--- config.mk ---
export PLATFORM = sky130hd
export DESIGN_NAME = clock_digit_source
export DESIGN_NICKNAME = d
export VERILOG_FILES = /design/src/rtl/clock_digit_source.sv
export SDC_FILE = /design/constraint.sdc
export NUM_CORES = 1
export LEC_CHECK = 0
export BUFFER_PORTS_ARGS = -buffer_cell sky130_fd_sc_hd__buf_2
export CAP_MARGIN = 20
export CORE_MARGIN = 8
export CORE_UTILIZATION = 55
export DETAILED_ROUTE_END_ITERATION = 12
export PLACE_DENSITY_LB_ADDON = 0.08
export SLEW_MARGIN = 30
export SYNTH_ARGS = -nofsm -noshare
export SYNTH_HDL_FRONTEND = slang
export SYNTH_SLANG_ARGS = --single-unit
--- constraint.sdc ---
create_clock -name clk -period 3.6 [get_ports clk]
set_input_delay 0.18 -clock clk [delete_from_list [all_inputs] [get_ports clk]]
set_output_delay 0.18 -clock clk [all_outputs]
set_load 0.02 [all_outputs]
--- src/rtl/clock_digit_source.sv ---
// HH:MM:SS time-of-day core with push-button set mode; emits the six active-low
// seven-segment codes (seconds units on seg .. hours tens on seg5) for the scanner.
module clock_digit_source #(
    parameter int DIV = 100000000
) (
    input  logic       clk,
    input  logic       rst,
    input  logic       set_mode,
    input  logic       btn_min,
    input  logic       btn_hour,
    output logic [6:0] seg,
    output logic [6:0] seg1,
    output logic [6:0] seg2,
    output logic [6:0] seg3,
    output logic [6:0] seg4,
    output logic [6:0] seg5,
    output logic       sec_tick
);

    localparam int DIV_W = (DIV > 2) ? $clog2(DIV) : 1;
    localparam logic [DIV_W-1:0] DIV_LAST = DIV_W'(DIV - 1);
    localparam logic [6:0] SEG_ZERO = 7'b1000000;

    function automatic logic [6:0] seg_encode(input logic [3:0] d);
        logic [6:0] code;
        case (d)
            4'd0:    code = 7'b1000000;
            4'd1:    code = 7'b1111001;
            4'd2:    code = 7'b0100100;
            4'd3:    code = 7'b0110000;
            4'd4:    code = 7'b0011001;
            4'd5:    code = 7'b0010010;
            4'd6:    code = 7'b0000010;
            4'd7:    code = 7'b1111000;
            4'd8:    code = 7'b0000000;
            4'd9:    code = 7'b0010000;
            default: code = 7'b1111111;
        endcase
        return code;
    endfunction

    logic [DIV_W-1:0] div;
    logic [3:0] sec_u, sec_t, min_u, min_t, hr_u, hr_t;
    logic       min_s0, min_s1, min_prev;
    logic       hr_s0, hr_s1, hr_prev;

    logic       tick, min_pulse, hr_pulse;
    logic       sec_last, min_last;
    logic [3:0] min_nu, min_nt, hr_nu, hr_nt;

    assign tick      = (div == DIV_LAST) && !set_mode;
    assign min_pulse = min_s1 && !min_prev;
    assign hr_pulse  = hr_s1 && !hr_prev;
    assign sec_last  = (sec_u == 4'd9) && (sec_t == 4'd5);
    assign min_last  = (min_u == 4'd9) && (min_t == 4'd5);

    // Successor values shared by the carry chain and the adjust buttons.
    always_comb begin
        min_nu = min_u + 4'd1;
        min_nt = min_t;
        if (min_u == 4'd9) begin
            min_nu = 4'd0;
            min_nt = (min_t == 4'd5) ? 4'd0 : min_t + 4'd1;
        end
        hr_nu = hr_u + 4'd1;
        hr_nt = hr_t;
        if (hr_t == 4'd2 && hr_u == 4'd3) begin
            hr_nu = 4'd0;
            hr_nt = 4'd0;
        end else if (hr_u == 4'd9) begin
            hr_nu = 4'd0;
            hr_nt = hr_t + 4'd1;
        end
    end

    always_ff @(posedge clk or posedge rst) begin
        if (rst) begin
            div      <= '0;
            sec_u    <= '0;
            sec_t    <= '0;
            min_u    <= '0;
            min_t    <= '0;
            hr_u     <= '0;
            hr_t     <= '0;
            min_s0   <= 1'b0;
            min_s1   <= 1'b0;
            min_prev <= 1'b0;
            hr_s0    <= 1'b0;
            hr_s1    <= 1'b0;
            hr_prev  <= 1'b0;
            sec_tick <= 1'b0;
            seg      <= SEG_ZERO;
            seg1     <= SEG_ZERO;
            seg2     <= SEG_ZERO;
            seg3     <= SEG_ZERO;
            seg4     <= SEG_ZERO;
            seg5     <= SEG_ZERO;
        end else begin
            min_s0   <= btn_min;
            min_s1   <= min_s0;
            min_prev <= min_s1;
            hr_s0    <= btn_hour;
            hr_s1    <= hr_s0;
            hr_prev  <= hr_s1;
            sec_tick <= tick;

            if (set_mode || tick) div <= '0;
            else                  div <= div + 1'b1;

            if (tick) begin
                if (sec_u == 4'd9) begin
                    sec_u <= 4'd0;
                    sec_t <= (sec_t == 4'd5) ? 4'd0 : sec_t + 4'd1;
                end else begin
                    sec_u <= sec_u + 4'd1;
                end
                if (sec_last) begin
                    min_u <= min_nu;
                    min_t <= min_nt;
                end
                if (sec_last && min_last) begin
                    hr_u <= hr_nu;
                    hr_t <= hr_nt;
                end
            end else if (set_mode && (min_pulse || hr_pulse)) begin
                // Adjusting either field restarts the current minute.
                sec_u <= 4'd0;
                sec_t <= 4'd0;
                if (min_pulse) begin
                    min_u <= min_nu;
                    min_t <= min_nt;
                end
                if (hr_pulse) begin
                    hr_u <= hr_nu;
                    hr_t <= hr_nt;
                end
            end

            seg  <= seg_encode(sec_u);
            seg1 <= seg_encode(sec_t);
            seg2 <= seg_encode(min_u);
            seg3 <= seg_encode(min_t);
            seg4 <= seg_encode(hr_u);
            seg5 <= seg_encode(hr_t);
        end
    end

endmodule

==> results.toml, run 1 <==
[logic_synthesis]
synth_top_cell_by_area = "dfrtp_1"
syn-num-nets = 557
synthDominantCellAreaShare_pct = 46.1
synth_area_leaders = "dfrtp_1, ha_1, nor2_1"
syn_area_um2 = 5100
syn_inst = 521
yosysWarnings = 0
ys.flop_type = "dfrtp_1"
synth-seq-cells = 100
synth_edf_count = 0
async_flop_share_pct = 100
postSynthAreaPerCell_um2 = 9.80
synth_cell_type_count = 63
ys_seq_area_share_pct = 49.2

[min_path]
min_path_cells = 2
hp-class = "in2reg"

[sta]
tns_ps = 0
min_period_ps = 2450
worst_pin_slew_ps = 741
worst_clock_skew_ps = 14.8
finalMaxSlewViolations = 0
rsz0062_at_grt = "no"
fin_ws_ps = 1150
period_share_pct = 68.0
setup_viol = 0
slew_headroom_pct = 50.2
hold_violations = 0
max_freq_mhz = 408

[place]
place_ws_ps = 1180
io_buffer_count = 47
place_inst = 662
routabilityCongestion = 0.811
hpwl_um = 6730
place_area_um2 = 5420

[layout]
final_nets = 601
diodes = 0
drive_above_1_share_pct = 17.0
mostFrequentLayoutCells = "dfrtp_1, nor2_1, nand2_1"
synthToLayoutAreaGrowth_pct = 9.85
fillers = 775
design_area_um2 = 5610
stdcell_count = 680
layout_commonest_cell = "dfrtp_1"

[power_and_ir_drop]
sw_frac_of_total_pct = 37.7
p_int_mw = 2.01
p_switching_mw = 1.22
ir_drop_mv = 0.295
power_density_nw_per_um2 = 575
leakagePower_nw = 2.63
power_frac_clock_pct = 19.1
seqPwrFrac_pct = 47.7
power_frac_comb_pct = 33.1

[clock_tree]
clkTransAtPathRegs_ps = 90
cts_hold_buf = 3
cts_made_buffers = 9
htreeDepth = 3
cts.sinks = 100
cts_tree = "yes"
clockBufferDepth = 2
cts_setup_buffers = 0
clk_latency_ps = 360
cts_resized = 0
cts_root_buf = "clkbuf_8"

[floorplanning]
coreArea_um2 = 9110
ioPinCount = 48
rows = 35
die_x_um = 112
start_util_pct = 56.0
dieHeight_um = 112
dieArea_um2 = 12600

[worst_setup_path]
required_ps = 3840
critical_path.max_fanout = 8
critPathKind = "reg2reg"
end_kind = "register"
reg2reg_depth = 7
cp-start-kind = "register"
arrival_ps = 2690
rrSetupSlack_ps = 1150

[drt]
viasPerCell = 5.37
post_drt_wl_per_cell_um = 13.8
drc = 0
finalWirelength_um = 9400
vias = 3653
drt_pass1_iterations = 4
ant_nets = 0
first_iter_violations = 203

[global_route]
grt_use_total_pct = 15.8
grt_overflow_total = 0
grt_pass1_vias = 3550
antenna_found_initial = 0
grt_pass1_wl_um = 16700
grt_max_degree = 55

[status]
status = "finished, final reports clean"

[job]
maxCapViolCount = 0
[synth_stat cells, types with 2 or more instances]
| master | instances |
|---|---|
| or2_2 | 9 |
| nor2b_1 | 8 |
| nor2_1 | 75 |
| nand2_1 | 48 |
| nand3_1 | 16 |
| dfrtp_1 | 94 |
| mux2_2 | 4 |
| nand4_1 | 10 |
| o21ai_0 | 31 |
| inv_1 | 26 |
| mux2_1 | 2 |
| a21oi_1 | 33 |
| mux2i_1 | 3 |
| xor2_1 | 13 |
| ha_1 | 31 |
| o22ai_1 | 3 |
| nor4b_1 | 4 |
| clkbuf_1 | 13 |
| and4_1 | 3 |
| buf_2 | 4 |
| nor4_2 | 2 |
| and3_1 | 6 |
| nor3b_1 | 2 |
| nand2b_1 | 8 |
| and2_1 | 3 |
| nor4_1 | 2 |
| and3b_1 | 2 |
| o31ai_1 | 2 |
| nor3_1 | 4 |
| dfstp_2 | 6 |
| o21ai_1 | 5 |
| nor4bb_1 | 2 |
| a31oi_1 | 4 |
| xnor2_1 | 11 |
| a22o_1 | 3 |
| or3_1 | 2 |
[logic make-up (layout without fill, tap and decap cells)]
logic type	after synthesis	count (layout)	share of synthesized area, %
xor gates and xnor gates	24	24	4.12
DFF	100	100	49.2
buffers and inverters	46	94	3.58
adders and majority gates	31	31	7.60
and+or+nand+nor	217	217	22.7
AOI/OAI and AO/OA	93	93	10.6
muxes	10	10	2.21
[per-stage QoR]
| stage | util [%] | power [mW] | hold WS, ps |
|---|---|---|---|
| finish | 61.6 | 3.22 | 161 |
| global route | 61.6 | 3.46 | 165 |
| CTS | 61.6 | 3.26 | 152 |
| detailed placement | 59.5 | 2.63 | 295 |
| global placement | 59.5 | 2.60 | 291 |
| floorplan | - | 2.33 | 211 |
[metal layers]
| metal | vias up | part of all wire, % | global-route usage (%) |
|---|---|---|---|
| met4 | 0 | 0.98 | 4.95 |
| li1 | 1855 | - | - |
| met1 | 1714 | 47 | 20.1 |
| met5 | - | 0 | 0 |
| met2 | 77 | 47 | 25.6 |
| met3 | 7 | 5.3 | 4.29 |
[final cells by class]
type,count,area [um^2],area share (%)
Sequential cell,100,2510,44.8
Inverter,26,100,1.78
Clock buffer,11,131,2.34
Tap cell,111,139,2.48
Multi-Input combinational cell,375,2410,43.0
Timing Repair Buffer,53,288,5.13
Clock inverter,4,27.5,0.491
[worst max-delay path, stage by stage, from the launching register on]
cell       delay, ps
dfrtp_1          440
inv_1            180
ha_1             190
nand3b_1         210
nand4bb_4        320
nor4_4           450
or2_2            210
mux2_2           320
[power by group through the flow]
stage | Clock [mW] | Sequential, mW | Combinational, mW
after floorplan | 0 | 1.64 | 0.697
after global placement | 0 | 1.55 | 1.05
after detailed placement | 0 | 1.56 | 1.07
after CTS | 0.636 | 1.54 | 1.08
after global routing | 0.675 | 1.58 | 1.21
final | 0.617 | 1.54 | 1.07
[flip-flops by register name, summed over array words and instances (netlist names), 4 cells and up]
signal / cells
div: 27
seg1: 7
seg2: 7
seg3: 7
seg4: 7
seg5: 7
seg: 7
hr_t: 4
hr_u: 4
min_t: 4
min_u: 4
sec_t: 4
sec_u: 4
[worst paths after layout]
path / endpoint / start
min in group asynchronous: min_t[1] / rst
max: hr_u[0] / sec_t[1]
max reg2reg: hr_u[0] / sec_t[1]
min reg2reg: hr_s1 / hr_s0
max in group asynchronous: seg2[6] / rst
min: div[6] / set_mode
Note: power is estimated with default switching activity, not from simulation.
==> inputs of run 2 (changes only) <==
Clock period 3.6 ns to 2.6 ns, I/O delays scaled along.
==> run 2 against run 1 <==
Compared with the run above:
- clock skew down 4.4 ps
- largest cell class unchanged
- global-route usage up 0.33 points
- clock power up 77%
- wire length up 2.5%
- combinational power up 45%
- hold slack worse by 47 ps
- critical path type unchanged
- die area unchanged
- power up 47%
- critical endpoint unchanged
- sequential share of layout area down 0.91 points
- count of clock-buffer cells in the layout unchanged
- setup slack worse by 920 ps
==> results.toml, run 2 (synthesized netlist as in run 1, its figures left out) <==
[layout]
drive_above_1_share_pct = 18.1
fillers = 782
seqCellArea_um2 = 2510
layout_commonest_cell = "dfrtp_1"
mostFrequentLayoutCells = "dfrtp_1, nor2_1, nand2_1"
largest_register_ffs = 27
multi_input_area_um2 = 2410
synthToLayoutAreaGrowth_pct = 12.1
diodes = 0
regMostFlops = "div"
final_nets = 607

[clock_tree]
cts_resized = 0
clk_latency_ps = 360
cts.sinks = 100
htreeDepth = 3
cts_made_buffers = 9
clkTransAtPathRegs_ps = 90
cts_tree = "yes"
clockBufferDepth = 2
cts_root_buf = "clkbuf_8"

[worst_setup_path]
end_kind = "register"
arrival_ps = 2620
required_ps = 2850
cp-start-kind = "register"
critical_path.max_fanout = 8
critPathKind = "reg2reg"

[drt]
drc = 0
drt_pass1_iterations = 4
post_drt_wl_per_cell_um = 14.0
ant_nets = 0
finalWirelength_um = 9640
vias = 3683
first_iter_violations = 191
viasPerCell = 5.36

[place]
io_buffer_count = 47
hpwl_um = 6910
routabilityCongestion = 0.802

[sta]
period_share_pct = 91.0
worst_pin_slew_ps = 569
whs_ps = 114
setup_viol = 0
min_period_ps = 2370
finalMaxSlewViolations = 0
slew_headroom_pct = 61.8
hold_violations = 0
max_freq_mhz = 423
worst_clock_skew_ps = 10.4
rsz0062_at_grt = "no"
tns_ps = 0

[power_and_ir_drop]
ir_drop_mv = 0.422
leakagePower_nw = 2.69
power_density_nw_per_um2 = 827
finalPower_mw = 4.73

[global_route]
antenna_found_initial = 0
grt_max_degree = 40
grt_pass1_vias = 3669
grt_use_total_pct = 16.1
grt_overflow_total = 0
grt_pass1_wl_um = 17000

[floorplanning]
ioPinCount = 48
dieArea_um2 = 12600
die_x_um = 112
dieHeight_um = 112
rows = 35
start_util_pct = 56.0
coreArea_um2 = 9110

[status]
status = "finished, final reports clean"

[job]
maxCapViolCount = 0

[min_path]
hp-class = "in2reg"
run 2: changes by cell type in the layout (fill, tap and decap cells not counted):
cell and change:
buf_4 +5, bufinv_16 +2, buf_12 +1, clkinv_2 -1, clkinv_4 +1, clkinvlp_4 -1
inv_4 -1, inv_6 +1
run 2: where the power goes:
part	internal, mW	switching (mW)	leakage [nW]
Clock	0.549	0.542	0.104
Combinational	0.602	0.945	1.31
Sequential	1.86	0.234	1.28
run 2: per-stage QoR:
| stage | area [um^2] | setup WS (ps) | cells | util [%] |
|---|---|---|---|---|
| final | 5720 | 235 | 687 | 62.8 |
| after global routing | 5720 | 75.2 | 687 | 62.8 |
| after CTS | 5720 | 124 | 687 | 62.8 |
| after detailed placement | 5480 | 147 | 668 | 60.1 |
| after global placement | 5480 | 253 | 668 | 60.1 |
| after floorplan | 5110 | 348 | 521 | - |
run 2: cell type report:
class	count	area share (%)
inverters	26	1.77
multi-input cells	375	42.1
clock inverters	5	1.49
repair buffers	59	6.03
flip-flops and latches	100	43.8
well taps	111	2.43
clock buffers	11	2.30
run 2: path summary, 6_finish.rpt:
check | start | to | cells after the start | slack [ps]
setup / recovery | div[0] | hr_u[0] | 6 | 230
hold / removal | set_mode | div[6] | 2 | 110
min in group asynchronous | rst | seg4[2] | 3 | 360
setup reg to reg | div[0] | hr_u[0] | 6 | 230
hold reg to reg | min_s0 | min_s1 | 0 | 350
max in group asynchronous | rst | seg[6] | 4 | 1530
run 2: repair_timing:
action / in CTS / in global routing
endpoints found under the hold margin: 22 / 0
setup endpoints to repair: 0 / 1
buffers inserted: 0 / 0
hold buffers: 3 / 0
run 2: critical path, cell delays in order, from the launching register on:
cell and delay [ps]:
dfrtp_1 390, ha_1 240, nand3_4 140, or3_1 470, nor4_4 480, or2_2 220, mux2_2 330
run 2: routing by layer:
| metal | up-vias | GRT usage (%) | wire [um] | part of all wire, % |
|---|---|---|---|---|
| met4 | 0 | 4.95 | 79 | 0.82 |
| met2 | 52 | 26.5 | 4640 | 48 |
| met1 | 1758 | 19.9 | 4500 | 47 |
| li1 | 1867 | - | - | - |
| met5 | - | 0 | 0 | 0 |
| met3 | 6 | 4.83 | 421 | 4.4 |
